<file path="src/rtl/alu_cmd_master.sv">
// Command-port initiator for the TinyALU pin protocol: issues one op at a time on
// start/op/A/B and queues each result (or error marker) in an in-order response FIFO.
module alu_cmd_master #(
   parameter int TIMEOUT_CKS = 31,
   parameter int RES_DEPTH   = 4
) (
   input  logic        clk,
   input  logic        reset,
   input  logic        cmd_valid,
   output logic        cmd_ready,
   input  logic [2:0]  cmd_op,
   input  logic [7:0]  cmd_a,
   input  logic [7:0]  cmd_b,
   output logic        start,
   output logic [2:0]  op,
   output logic [7:0]  A,
   output logic [7:0]  B,
   input  logic        done,
   input  logic [15:0] result,
   output logic        rsp_valid,
   input  logic        rsp_ready,
   output logic [15:0] rsp_result,
   output logic [2:0]  rsp_op,
   output logic        rsp_err,
   output logic        busy,
   output logic [7:0]  err_cnt
);
   localparam int AW = $clog2(RES_DEPTH);
   localparam logic [AW:0] PTR_ONE = 1;

   typedef enum logic [1:0] {IDLE, RUN, WAIT, RECOVER} state_t;
   typedef struct packed {
      logic [15:0] res;
      logic [2:0]  op;
      logic        err;
   } entry_t;

   state_t      state;
   logic [7:0]  tcnt;
   logic [2:0]  cur_op;
   logic        is_nop;
   logic        is_ill;
   entry_t      mem [RES_DEPTH];
   logic [AW:0] wptr;
   logic [AW:0] rptr;
   logic        full;
   logic        push;
   logic        pop;
   entry_t      push_data;
   entry_t      head;
   logic [1:0]  err_inc;
   logic [8:0]  err_sum;

   assign full       = (wptr[AW] != rptr[AW]) && (wptr[AW-1:0] == rptr[AW-1:0]);
   assign rsp_valid  = (wptr != rptr);
   assign pop        = rsp_valid && rsp_ready;
   assign head       = mem[rptr[AW-1:0]];
   assign rsp_result = head.res;
   assign rsp_op     = head.op;
   assign rsp_err    = head.err;
   assign cmd_ready  = (state == IDLE) && !full;
   assign err_sum    = {1'b0, err_cnt} + {7'b0, err_inc};

   // Response generation; done has priority over the timeout in the same cycle.
   always_comb begin
      push      = 1'b0;
      push_data = '0;
      err_inc   = 2'd0;
      case (state)
         RUN, WAIT: begin
            if (is_nop) begin
               push      = 1'b1;
               push_data = {16'h0000, 3'b000, 1'b0};
            end else if (done) begin
               push      = 1'b1;
               push_data = {result, cur_op, 1'b0};
            end else if (tcnt == TIMEOUT_CKS[7:0]) begin
               push      = 1'b1;
               push_data = {16'hFFFF, cur_op, 1'b1};
               err_inc   = 2'd1;
            end
         end
         RECOVER: begin
            if (is_ill) begin
               push      = 1'b1;
               push_data = {16'h0000, cur_op, 1'b1};
               err_inc   = 2'd1;
            end
         end
         default: ;
      endcase
      // A done pulse with nothing outstanding is counted as an error.
      if ((state == IDLE || state == RECOVER) && done)
         err_inc = err_inc + 2'd1;
   end

   always_ff @(posedge clk) begin
      if (reset) begin
         state   <= IDLE;
         start   <= 1'b0;
         op      <= 3'b000;
         A       <= 8'h00;
         B       <= 8'h00;
         busy    <= 1'b0;
         err_cnt <= 8'h00;
         tcnt    <= 8'h00;
         cur_op  <= 3'b000;
         is_nop  <= 1'b0;
         is_ill  <= 1'b0;
      end else begin
         err_cnt <= (err_sum > 9'd255) ? 8'hFF : err_sum[7:0];
         case (state)
            IDLE: begin
               if (cmd_valid && cmd_ready) begin
                  cur_op <= cmd_op;
                  busy   <= 1'b1;
                  tcnt   <= 8'd1;
                  is_nop <= 1'b0;
                  is_ill <= 1'b0;
                  if (cmd_op > 3'b100) begin
                     is_ill <= 1'b1;
                     state  <= RECOVER;
                  end else begin
                     start  <= 1'b1;
                     op     <= cmd_op;
                     A      <= cmd_a;
                     B      <= cmd_b;
                     is_nop <= (cmd_op == 3'b000);
                     state  <= RUN;
                  end
               end
            end
            RUN, WAIT: begin
               if (push) begin
                  start <= 1'b0;
                  op    <= 3'b000;
                  state <= RECOVER;
               end else begin
                  tcnt  <= tcnt + 8'd1;
                  state <= WAIT;
               end
            end
            RECOVER: begin
               is_ill <= 1'b0;
               is_nop <= 1'b0;
               busy   <= 1'b0;
               state  <= IDLE;
            end
            default: state <= IDLE;
         endcase
      end
   end

   always_ff @(posedge clk) begin
      if (reset) begin
         wptr <= '0;
         rptr <= '0;
      end else begin
         if (push && !full)
            wptr <= wptr + PTR_ONE;
         if (pop)
            rptr <= rptr + PTR_ONE;
      end
   end

   always_ff @(posedge clk) begin
      if (!reset && push && !full)
         mem[wptr[AW-1:0]] <= push_data;
   end
endmodule

</file>
<file path="config.mk">
export PLATFORM = sky130hd
export DESIGN_NAME = alu_cmd_master
export DESIGN_NICKNAME = d
export VERILOG_FILES = /design/src/rtl/alu_cmd_master.sv
export SDC_FILE = /design/constraint.sdc
export NUM_CORES = 1
export LEC_CHECK = 0
export CAP_MARGIN = 20
export CORE_MARGIN = 2
export CORE_UTILIZATION = 40
export CTS_CLUSTER_SIZE = 40
export DETAILED_ROUTE_END_ITERATION = 10
export DONT_BUFFER_PORTS = 1
export HOLD_SLACK_MARGIN = 0.08
export PLACE_DENSITY = 0.65
export SLEW_MARGIN = 20
export SYNTH_ARGS = -nofsm -noshare
export SYNTH_HDL_FRONTEND = slang
export SYNTH_SLANG_ARGS = --single-unit
</file>
<file path="constraint.sdc">
create_clock -name clk -period 2.95 [get_ports clk]
set_input_delay 0.59 -clock clk [delete_from_list [all_inputs] [get_ports clk]]
set_output_delay 0.59 -clock clk [all_outputs]
set_load 0.05 [all_outputs]
</file>
==> Word level (Yosys, flattened, before mapping) <==
Memory sizes are Yosys's and may differ from the RTL's. A register that Yosys moved wholly into a read port is not among the register bits.
Index checks and enable logic that the tools add are counted.
Widths: inputs -> output; s select.
{ "op_classes": {"magnitude_cmp": 2, "bitwise": 1, "eq_ne": 11, "reduce_logical": 21, "n_mux": 44, "n_addsub": 5} }
{ "ops": {"columns": ["cell", "n"], "rows": [
  ["$mux 20", 3],
  ["$pmux 20 s2", 1],
  ["$mux 8", 3],
  ["$mux 1", 19],
  ["$pmux 8 s2", 1],
  ["$pmux 1 s2", 6],
  ["$mux 2", 5],
  ["$add 8x2->9", 1],
  ["$gt 9x8->1 const B", 1],
  ["$mux 3", 3],
  ["$add 8x1->8 const B", 1],
  ["$eq 8x5->1 const B", 1],
  ["$logic_and 1x1->1", 8],
  ["$add 3x1->3 const B", 2],
  ["$ne 2x2->1 const B", 3],
  ["$pmux 2 s3", 1],
  ["$pmux 3 s2", 1],
  ["$reduce_and 3->1", 2],
  ["$eq 2x2->1 const B", 2],
  ["$mux 4", 1],
  ["$reduce_and 2->1", 2],
  ["$reduce_and 4->1", 1],
  ["$reduce_bool 2->1", 2],
  ["$gt 3x3->1 const B", 1],
  ["12 further kinds", 13]
]} }
{ "totals": {"memories": 1, "ff_bits": 50, "output_inout_bits": 51, "mem_bits_rw": 80} }
{ "mem_list": {"columns": ["name", "words", "width", "rd", "rd_clocked_by_memory_dff", "write_ports", "line", "rtl"], "rows": [
  ["mem", 4, 20, 1, 1, 1, "43", "entry_t mem [RES_DEPTH];"]
]} }

==> Longest topological paths before layout <==
Gate-level depths: netlist of the first run.
{ "depth": {"depth_word": 10, "depth_mapped": 12} }

==> Worst setup path before layout of the first run <==
OpenSTA, ideal clock, no wires.
{ "synth_timing": {"path_kind": "reg2reg", "start": "reg state[0]", "end": "reg err_cnt[4]", "setup_time_ns": 0.134, "required_ns": 2.816, "path_stages_with_launch": 13, "t_arrival_ns": 2.643, "n_path_buf": 1, "slack_ns": 0.173, "path_cell_list": "dfxtp_1 -> inv_1 -> ha_1 -> clkbuf_1 -> nor2b_1 -> nand3b_1 -> a21oi_1 -> ha_1 -> ha_1 -> fa_1 -> nand3_1 -> xor2_1 -> a21oi_1"} }
{ "synth_between": {"elab_chain_cells": 8, "elab_cells_between_ends": 13, "classes_between": "add/sub: 2; order compare: 1; eq/ne: 3; mux: 3; reduce/logical: 4"} }
{ "synth_lines": {"columns": ["element", "line", "rtl"], "rows": [
  ["start: declaration", "38", "state_t state;"],
  ["start signal: assignment", "99", "state <= IDLE;"],
  ["start signal: assignment", "122", "state <= RECOVER;"],
  ["start signal: assignment", "129", "state <= RUN;"],
  ["$eq 2x1->1 or $eq 2x2->1 (tied branches)", "69", "case (state)"],
  ["$reduce_or 2->1", "69", null],
  ["$pmux 1 s2", "69", null],
  ["$add 2x1->2", "94", "err_inc = err_inc + 2'd1;"],
  ["$mux 2 *", "93", "if ((state == IDLE || state == RECOVER) && done)"],
  ["$add 8x2->9 *", "62", "assign err_sum = {1'b0, err_cnt} + {7'b0, err_inc};"],
  ["$gt 9x8->1", "111", "err_cnt <= (err_sum > 9'd255) ? 8'hFF : err_sum[7:0];"],
  ["$mux 8 *", "111", null],
  ["end signal: assignment", "111", null],
  ["end: declaration", "26", "output logic [7:0] err_cnt"]
]} }
Every way passes the cells marked *; elsewhere a longest branch is shown, timed or not.
A chain may end at the register's enable or synchronous reset.

==> Worst setup path after layout of the first run <==
{ "layout_timing": {"start": "reg tcnt[0]", "end": "reg err_cnt[4]"} }
{ "layout_between": {"elab_chain_cells": 10} }
{ "layout_lines": {"columns": ["element", "line", "rtl"], "rows": [
  ["start: declaration", "39", "logic [7:0] tcnt;"],
  ["start signal: assignment", "139", "tcnt <= tcnt + 8'd1;"],
  ["$eq 8x5->1 *", "77", "end else if (tcnt == TIMEOUT_CKS[7:0]) begin"],
  ["$mux 1 *", "77", null],
  ["$mux 1 *", "74", "end else if (done) begin"],
  ["$mux 1 *", "71", "if (is_nop) begin"],
  ["$pmux 1 s2 *", "69", null],
  ["$add 2x1->2", "94", null],
  ["$mux 2 *", "93", null],
  ["$add 8x2->9 *", "62", null],
  ["$gt 9x8->1", "111", null],
  ["$mux 8 *", "111", null]
]} }
Marks and branches as above.

==> results.md, run 1 <==
* Routed wire length at 10.9 mm
* Flops & latches, synth at 132
* Mapped cell area at 0.00560 mm^2
* DPL Wire Length at 7.12 mm
* Initial Util at 40.7%
* Fmax at roughly 370 MHz
* Starting DRT DRC Count at 231
* Yosys top cell area share at 42.9%
* Hold Vio Cnt, Final at 0
* Port bufs at 0
* Req. time, crit path at ~3200 ps
* Layout area overhead at 16.4%
* RSZ-0062 raised after global routing: no
* Dominant cell by count in the synthesized netlist: edfxtp_1
* Relative slew slack at 56.0%
* Clock latency on the worst-skew pair at 410 ps
* Top-Level Pins at 91
* Syn nets at 489
* Maximum VDD drop at 418 uV
* TNS Setup at 0 ps
* Avg Inst Size Synth at 12.8 um^2
* Worst-path fanout max at 6
* Clock transition at path regs at 60 ps
* Synth cell count leaders: edfxtp_1, dfxtp_1, nand2_1
* Die Wd at 122 um
* Routed wire length per instance at 17.2 um
* Leak at 0.00233 uW
* Levels on crit path at 11
* Worst setup startpoint: tcnt[0]
* CP delay by family, top: adder cells
* Routed Antenna Nets at 0
* Vias per cell at 5.23
* Synth warn at 0
* CTS root buffer: clkbuf_16
* Drt first pass iters at 4
* Critical-path top delay cell: fa_2
* Pins over their slew limit at 0
* Area leader, netlist: edfxtp_1
* Number of nets in the layout at 495
* Yosys cell types at 54
* Buf+Inv Stages, Crit Path at 0
* Period utilization at 90.5%
* Worst r2r src: tcnt[0]
* Most common cell on crit path: ha_1
* Crit path to: err_cnt[4]
* Total GRT Usage at 15.4%
* CTS buffer count at 17
* Grt total ovfl at 0
* Chip height at 122 um
* Die area at 0.0150 mm^2
* DR DRC count at 0
* Main synth FF type: edfxtp_1
* H-tree Lvls at 4
* Area of the core at 0.0138 mm^2
* ANT cells at 0
* Hold Crit Class: input pin to flop
* Reg2Reg Setup Slack at 280 ps
* Final core occ at 47.4%
* Status: finished, final reports clean
* Arr. time, crit path at roughly 3000 ps
* Period minus WS final at 2670 ps
* Initial antenna violation count at 0
* Hold_buf cts at 0
* DR vias at 3,321
* CTS max path bufs at 2
* Ys async rst share at 0%
* Crit path largest cell delay at about 400 ps
* Pwr Total at around 6400 uW
* Largest net degree at the start of global routing at 50
* Layout cell share with drive strength beyond 1 at between 10% and 20%
* PwrDens at ~1000 mW/mm^2
* Placed cells at 603
* Finished Layout Cells at around 640
* CP endpoint kind: flop
* CP cell instances: ha_1 > nand4_1 > nor4_4 > nand3b_1 > a21oi_2 > ha_1 > ha_1 > fa_2 > nand3_1 > xor2_1 > a21oi_1
* Post-synth EDFFs at 80
* Worst-Margin Slew at 658 ps
* Synthesized instance count at approximately 440
* Floorplan row count at 43
* Final setup viols at 0
* Cells on worst reg2reg path at 11
* CTS tree: built
* Wire length of the first global-routing pass at 17.2 mm
* Critical Path Source Type: flop
* Setup Skew at 8.14 ps
* R2R Path End: err_cnt[4]
* Register area share after synthesis at 61.5%
* Vias in the first global route at 3,397
* Max Cap Viol at 0
* Routability cong. at a little under 0.8
* Crit Path Class: flop to flop
* Area contributors post-synth: edfxtp_1, dfxtp_1, mux4_2
* Clock Sinks at 132
## registers in the layout (all words and copies together), names as in the netlist, 3 cells and up, named ones only
register	flops
A	8
B	8
cur_op	3
err_cnt	8
mem	80
op	3
rptr	3
tcnt	8
wptr	3
## layout make-up
| cell class | instances | area (um^2) |
|---|---|---|
| Clock buffer | 22 | 551 |
| Multi-Input combinational cell | 252 | 1930 |
| Timing Repair Buffer | 11 | 133 |
| Fill cell | 1256 | 7250 |
| Sequential cell | 132 | 3440 |
| Inverter | 28 | 105 |
| Clock inverter | 10 | 131 |
| Tap cell | 180 | 225 |
## per-layer routing
metal  vias to the layer above  track usage, %  wire length (um)
li1                       1603               -                 -
met1                      1598            17.9              4550
met2                       103            26.3              5510
met3                        17            5.16               693
met4                         0            6.03               171
met5                         -               0                 0
## how the worst min path moves through the flow
stage / startpoint / end / slack, ps / depth (start not counted)
4_1_cts: reset / tcnt[0] / 220 / 1
6_report: reset / tcnt[0] / 240 / 1
5_1_grt: reset / tcnt[0] / 220 / 1
3_3_place_gp: state[0] / state[0] / 460 / 2
3_5_place_dp: cur_op[1] / cur_op[1] / 480 / 2
2_1_floorplan: cur_op[0] / cur_op[0] / 450 / 2
## cells by family (layout without fill, tap and decap cells)
group	after synthesis	after routing	share of synthesized area [%]
AOI/OAI and AO/OA	81	81	9.49
DFF	132	132	61.5
and+or+nand+nor	116	116	10.2
buffers and inverters	52	71	4.11
xor gates and xnor gates	14	14	2.19
adders and majority gates	13	13	3.04
muxes	28	28	9.47
## report_power, final
| part | switching, uW | internal [uW] |
|---|---|---|
| Combinational | 1100 | 516 |
| Clock | 758 | 1580 |
| Sequential | 325 | 2160 |
| Total | 2180 | 4260 |
## repair_timing
action                     CTS  global route
setup endpoints to repair    0             8
gates resized for setup      0             2
buffers inserted             0             0
## cell usage in the layout, fill, tap and decap left out, drive strengths merged, types with 9 or more instances in the layout
cell | netlist | final
inv | 28 | 30
clkbuf | 12 | 22
mux4 | 20 | 20
buf | 11 | 11
dfxtp | 52 | 52
nor2 | 17 | 17
ha | 12 | 12
xor2 | 9 | 9
nand3 | 12 | 12
a21oi | 49 | 49
nand2 | 49 | 49
edfxtp | 80 | 80
## stage by stage
step | hold slack, ps | setup slack, ps | instance area (um^2)
final | 239 | 280 | 6520
after global routing | 221 | 37.7 | 6520
after CTS | 217 | 78.5 | 6520
after detailed placement | 480 | 99.7 | 5830
after global placement | 464 | 154 | 5830
after floorplan | 452 | 173 | 5600
Note: power is estimated with default switching activity, not from simulation.
==> run 2: changes to the inputs <==
- DONT_BUFFER_PORTS: 1 -> not set
- PLACE_DENSITY: 0.65 -> 0.74
==> run 2 against run 1 <==
  * Final cell count up 15%
  * Maximum frequency down 2.6%
  * Clock skew down 2.1 ps
  * Sequential power down 9.2%
  * Critical endpoint unchanged
  * Die area unchanged
  * Count of clock-buffer cells in the layout down 2
  * Register-to-register slack worse by 70 ps
  * First-iteration DRC count up 57%
  * Via count up 12%
  * Core utilization up 5.9 points
  * Critical path depth unchanged
==> results.md, run 2 (synthesis results as in run 1) <==
* Arr. time, crit path at 3020 ps (+60 ps)
* CTS tree: built
* WHS at 459 ps (+219 ps)
* Hold Crit Class: flop to flop
* Pwr Total at 6570 uW (+2.1%)
* Die Wd at 122 um (unchanged)
* Largest net degree at the start of global routing at 31 (-38%)
* ANT cells at 0 (unchanged)
* Area of the core at 0.0138 mm^2 (unchanged)
* Clock latency on the worst-skew pair at 410 ps (about the same)
* Leak at 0.00264 uW (+14%)
* Die area at 0.0150 mm^2 (unchanged)
* Routed Antenna Nets at 0 (unchanged)
* Largest register FFs at 80 (unchanged)
* Crit path largest cell delay at 420 ps (+20 ps)
* Pins over their slew limit at 0 (unchanged)
* Initial antenna violation count at 0 (unchanged)
* Most frequent cells in the layout: edfxtp_1, clkdlybuf4s50_1, dfxtp_1
* Initial Util at 40.7% (unchanged)
* Sw Pwr at 2280 uW (+4.6%)
* Clock Power Share at 32.0% (-4.3 points)
* Most common cell on crit path: ha_1
* Hold Vio Cnt, Final at 0 (unchanged)
* Routed wire length at 12.1 mm (+10%)
* Vias per cell at 5.09 (-2.7%)
* Top-Level Pins at 91 (unchanged)
* DR DRC count at 0 (unchanged)
* Grt total ovfl at 0 (unchanged)
* Starting DRT DRC Count at 363 (+57%)
* Setup Skew at 6.08 ps (-2.06 ps)
* Drt first pass iters at 4 (unchanged)
* Final setup viols at 0 (unchanged)
* CP endpoint kind: flop
* Period utilization at 92.9% (+2.4 points)
* CP cell instances: ha_2 > nand4_1 > nor4_4 > nand3b_1 > a21oi_2 > ha_1 > ha_1 > fa_2 > nand3_1 > xor2_1 > a21oi_1
* CP delay by family, top: adder cells
* Worst-Margin Slew at 532 ps (-126 ps)
* Pre-CTS setup slack at -18.4 ps (-118 ps)
* Fillers at 1,165 (-7.2%)
* CTS root buffer: clkbuf_16
* Relative slew slack at 64.4% (+8.4 points)
* Routed wire length per instance at 16.5 um (-4.2%)
* Routability cong. at 0.807 (+2.2%)
* Switching share of power at 34.7% (+0.83 points)
* Int Power at 4290 uW (+0.77%)
* Layout cell share with drive strength beyond 1 at 18.5% (+1.6 points)
* Crit Path Class: flop to flop
* DPL Wire Length at 7.94 mm (+12%)
* Floorplan row count at 43 (unchanged)
* Vias in the first global route at 3,909 (+15%)
* Critical Path Source Type: flop
* Max Cap Viol at 0 (unchanged)
* Layout area overhead at 30.8%
* Sequential Power Share at 34.4% (-4.2 points)
* Req. time, crit path at 3230 ps (about the same)
* Clock transition at path regs at 50 ps (about the same)
* Worst-path fanout max at 6 (unchanged)
* Wire length of the first global-routing pass at 19.3 mm (+12%)
* CTS buffer count at 17 (unchanged)
* Maximum VDD drop at 403 uV (-3.7%)
* DR vias at 3,721 (+12%)
* Chip height at 122 um (unchanged)
* Buf+Inv Stages, Crit Path at 0 (unchanged)
* Status: finished, final reports clean
* H-tree Lvls at 4 (unchanged)
* Most common cell after layout, fill and taps aside: edfxtp_1
* Combinational share of power at 33.6% (+8.5 points)
* RSZ-0062 raised after global routing: no
* PwrDens at 896 mW/mm^2 (-9.2%)
* Final WS setup at 210 ps (-70.4 ps)
* Fmax at 365 MHz (-2.6%)
* Port bufs at 90 (+90)
* Total GRT Usage at 17.1% (+1.7 points)
* CTS max path bufs at 2 (unchanged)
* Period minus WS final at 2740 ps (+70.4 ps)
* Number of nets in the layout at 591 (+19%)
* Critical-path top delay cell: fa_2
* Clock Sinks at 132 (unchanged)
[run 2: area by class of cell]
cell class	instances	area, um^2	share of cell area [%]
well taps	180	225	3.07
multi-input cells	252	1940	26.4
inverters	28	105	1.43
clock inverters	12	155	2.12
clock buffers	20	437	5.96
flip-flops and latches	132	3440	47.0
repair buffers	107	1030	14.0
[run 2: stage by stage]
step | std cells | instance area [um^2] | setup TNS, ps | util [%]
global placement | 698 | 6720 | 0 | 48.8
finish | 731 | 7330 | 0 | 53.2
floorplan | 436 | 5600 | 0 | -
detailed placement | 698 | 6720 | -18.4 | 48.8
global route | 731 | 7330 | 0 | 53.2
CTS | 730 | 7310 | 0 | 53.1
[run 2: final timing paths]
kind,startpoint,end,slack (ps),depth (start not counted)
worst max-delay path,tcnt[0],err_cnt[4],210,11
worst min-delay path,B[1],B[1],460,2
worst max register to register,tcnt[0],err_cnt[4],210,11
worst min register to register,B[1],B[1],460,2
[run 2: power groups by stage]
stage,combinational (uW),clock (uW),sequential (uW)
final,2210,2100,2260
after global routing,2370,2230,2280
after CTS,2220,2140,2260
after detailed placement,2210,0,2300
after global placement,2160,0,2280
after floorplan,1410,0,2490
[run 2: repair_timing]
action | 4_1_cts | 5_1_grt
resized for setup | 0 | 4
setup buffers | 0 | 1
hold buffers | 0 | 0
setup endpoints to repair | 0 | 8
[run 2: per-layer routing]
layer  global-route usage (%)  vias to the layer above  wire (um)
met2                     28.9                      113       6090
met1                     20.2                     1805       5130
met3                     6.74                       10        730
li1                         -                     1793          -
met5                        0                        -          0
met4                     4.89                        0         93
[run 2: worst register-to-register path, delay by kind of cell (launching register included)]
kind,cells,cell delay (ps)
DFF,1,360
adders and majority gates,4,1120
xor gates and xnor gates,1,170
and+or+nand+nor,4,680
AOI/OAI and AO/OA,2,280
==> run 3: changes to the inputs <==
--- a/config.mk
+++ b/config.mk
@@ -8,4 +8,6 @@
 export CAP_MARGIN = 20
+export CORE_ASPECT_RATIO = 0.75
 export CORE_MARGIN = 2
 export CORE_UTILIZATION = 40
+export CTS_BUF_LIST = sky130_fd_sc_hd__clkbuf_4
 export CTS_CLUSTER_SIZE = 40
--- a/constraint.sdc
+++ b/constraint.sdc
@@ -3,2 +3,2 @@
 set_output_delay 0.59 -clock clk [all_outputs]
-set_load 0.05 [all_outputs]
+set_load 0.02 [all_outputs]
==> run 3 against run 2 <==
  * Sequential share of layout area increased by 1.5 points
  * Hold slack improved by 5.6 ps
  * Maximum frequency down 3.4%
  * Total power fell by 18%
  * Final cell count decreased by 0.82%
  * Cell area shrank 3.2%
  * Register-to-register slack gained 30 ps
  * Sequential cell count unchanged
  * Critical path depth fell by 8
  * Global-route usage is 0.73 points lower
  * Largest cell class unchanged
  * Largest power group unchanged
==> results.md, run 3 (synthesis results as in run 1) <==
* Clock Sinks at 132 (unchanged)
* Placed Area at 0.00678 mm^2 (+0.87%)
* ANT cells at 0 (unchanged)
* Drt first pass iters at 4 (unchanged)
* Total GRT Usage at 16.4% (-0.73 points)
* Die area at 0.0150 mm^2 (about the same)
* Largest net degree at the start of global routing at 37 (+19%)
* Crit Path Class: flop to output port
* PwrDens at 762 mW/mm^2 (-15%)
* Clock latency on the worst-skew pair at 540 ps (+130 ps)
* Req. time, crit path at 2360 ps (-870 ps)
* CTS tree: built
* Maximum VDD drop at 539 uV (+34%)
* Port bufs at 90 (unchanged)
* Metal2 WL at 5.60 mm (-8.0%)
* Pwr Total at 5410 uW (-18%)
* Final core occ at 51.8% (-1.4 points)
* Arr. time, crit path at 2250 ps (-770 ps)
* Worst-Margin Slew at 618 ps (+85.5 ps)
* Pins over their slew limit at 0 (unchanged)
* Max Cap Viol at 0 (unchanged)
* Fmax at 352 MHz (-3.4%)
* Most common cell after layout, fill and taps aside: clkdlybuf4s50_1
* Max layer used: met4
* Routed wire length per instance at 16.1 um (-2.5%)
* TNS Setup at 0 ps (unchanged)
* Leak at 0.00251 uW (-4.8%)
* Initial Util at 40.9% (+0.21 points)
* Clock transition at path regs at 130 ps (+80 ps)
* Relative slew slack at 58.8% (-5.6 points)
* Largest register FFs at 80 (unchanged)
* Final setup viols at 0 (unchanged)
* CTS max path bufs at 2 (unchanged)
* Status: finished, final reports clean
* Met1 WL at 5.19 mm (+1.1%)
* CTS buffer count at 17 (unchanged)
* Grt total ovfl at 0 (unchanged)
* Setup Skew at 24.4 ps (+18.3 ps)
* Area of the core at 0.0137 mm^2 (-0.51%)
* Die Wd at 141 um (+15%)
* Critical Path Source Type: flop
* Hold Crit Class: flop to flop
* Post-CTS Setup Inserts at 0 (unchanged)
* H-tree Lvls at 4 (unchanged)
* Floorplan row count at 37 (-14%)
* WL met3 at 802 um (+9.9%)
* Hold_buf cts at 0 (unchanged)
* DR vias at 3,766 (+1.2%)
* Initial antenna violation count at 0 (unchanged)
* Most frequent cells in the layout: clkdlybuf4s50_1, edfxtp_1, dfxtp_1
* Hold Vio Cnt, Final at 0 (unchanged)
* Chip height at 106 um (-13%)
* Routed Antenna Nets at 0 (unchanged)
* Vias per cell at 5.19 (+2.0%)
* Routed wire length at 11.7 mm (-3.3%)
* Vias in the first global route at 3,783 (-3.2%)
* DR DRC count at 0 (unchanged)
* Routability cong. at 0.829 (+2.7%)
* Worst-path fanout max at 20 (+14)
* Starting DRT DRC Count at 253 (-30%)
* Period utilization at 96.2% (+3.3 points)
* Wire length of the first global-routing pass at 19.1 mm (-0.90%)
* Layout cell share with drive strength beyond 1 at 14.9% (-3.6 points)
* CTS root buffer: clkbuf_4
* CP endpoint kind: output port
* Layout area overhead at 26.7%
* Fillers at 1,163 (-0.17%)
* Number of nets in the layout at 590 (-0.17%)
* Period minus WS final at 2840 ps (+97.2 ps)
* Top-Level Pins at 91 (unchanged)
* Post-layout instance area at 0.00710 mm^2 (-3.2%)
* DPL Wire Length at 7.75 mm (-2.4%)
* RSZ-0062 raised after global routing: no
==> run 3: changes by cell type in the layout (fill, tap and decap cells not counted), sizes merged <==
cell,delta
clkinvlp,-3
clkdlybuf4s50,+21
buf,-22
clkbuf,-3
inv,+8
bufinv,-2
==> run 3: what timing repair did <==
action                                 in CTS  in global routing
setup endpoints to repair                   0                  6
gates resized for setup                     0                  2
endpoints found under the hold margin       0                  0
==> run 3: per-layer routing <==
| metal | vias up | global-route usage, % |
|---|---|---|
| met1 | 1849 | 21.2 |
| met5 | - | 0 |
| met4 | 0 | 5.36 |
| li1 | 1797 | - |
| met2 | 116 | 26.2 |
| met3 | 4 | 5.36 |
==> run 3: path summary, 6_finish.rpt <==
check / start / end / slack [ps] / cells past startpoint
max: flop / rsp_err / 110 / 3
min: B[0] / B[0] / 460 / 2
max reg2reg: tcnt[0] / err_cnt[4] / 240 / 11
min reg2reg: B[0] / B[0] / 460 / 2
==> run 3: power breakdown <==
group | total [uW] | switching [uW] | internal (uW)
Combinational | 1870 | 1020 | 858
Clock | 1280 | 800 | 476
Sequential | 2260 | 99.8 | 2160
Total | 5410 | 1920 | 3490
==> run 3: through the flow <==
stage               hold WS [ps]  worst slack, ps  cells
finish                       464              112    725
global route                 488             8.34    725
CTS                          470             43.5    725
detailed placement           449             31.9    693
global placement             442              112    693
floorplan                    452              181    436
==> run 3: layout make-up <==
type | instances | area [um^2] | area share, %
Timing Repair Buffer | 106 | 1080 | 15.3
Clock buffer | 17 | 128 | 1.80
Sequential cell | 132 | 3440 | 48.5
Inverter | 28 | 105 | 1.48
Multi-Input combinational cell | 252 | 1940 | 27.3
Clock inverter | 15 | 181 | 2.56
Tap cell | 175 | 219 | 3.09
==> run 3: critical path, stage by stage (launching register included) <==
cell             delay [ps]
dfxtp_1                 380
buf_12                  210
mux4_2                  560
clkdlybuf4s50_1         560
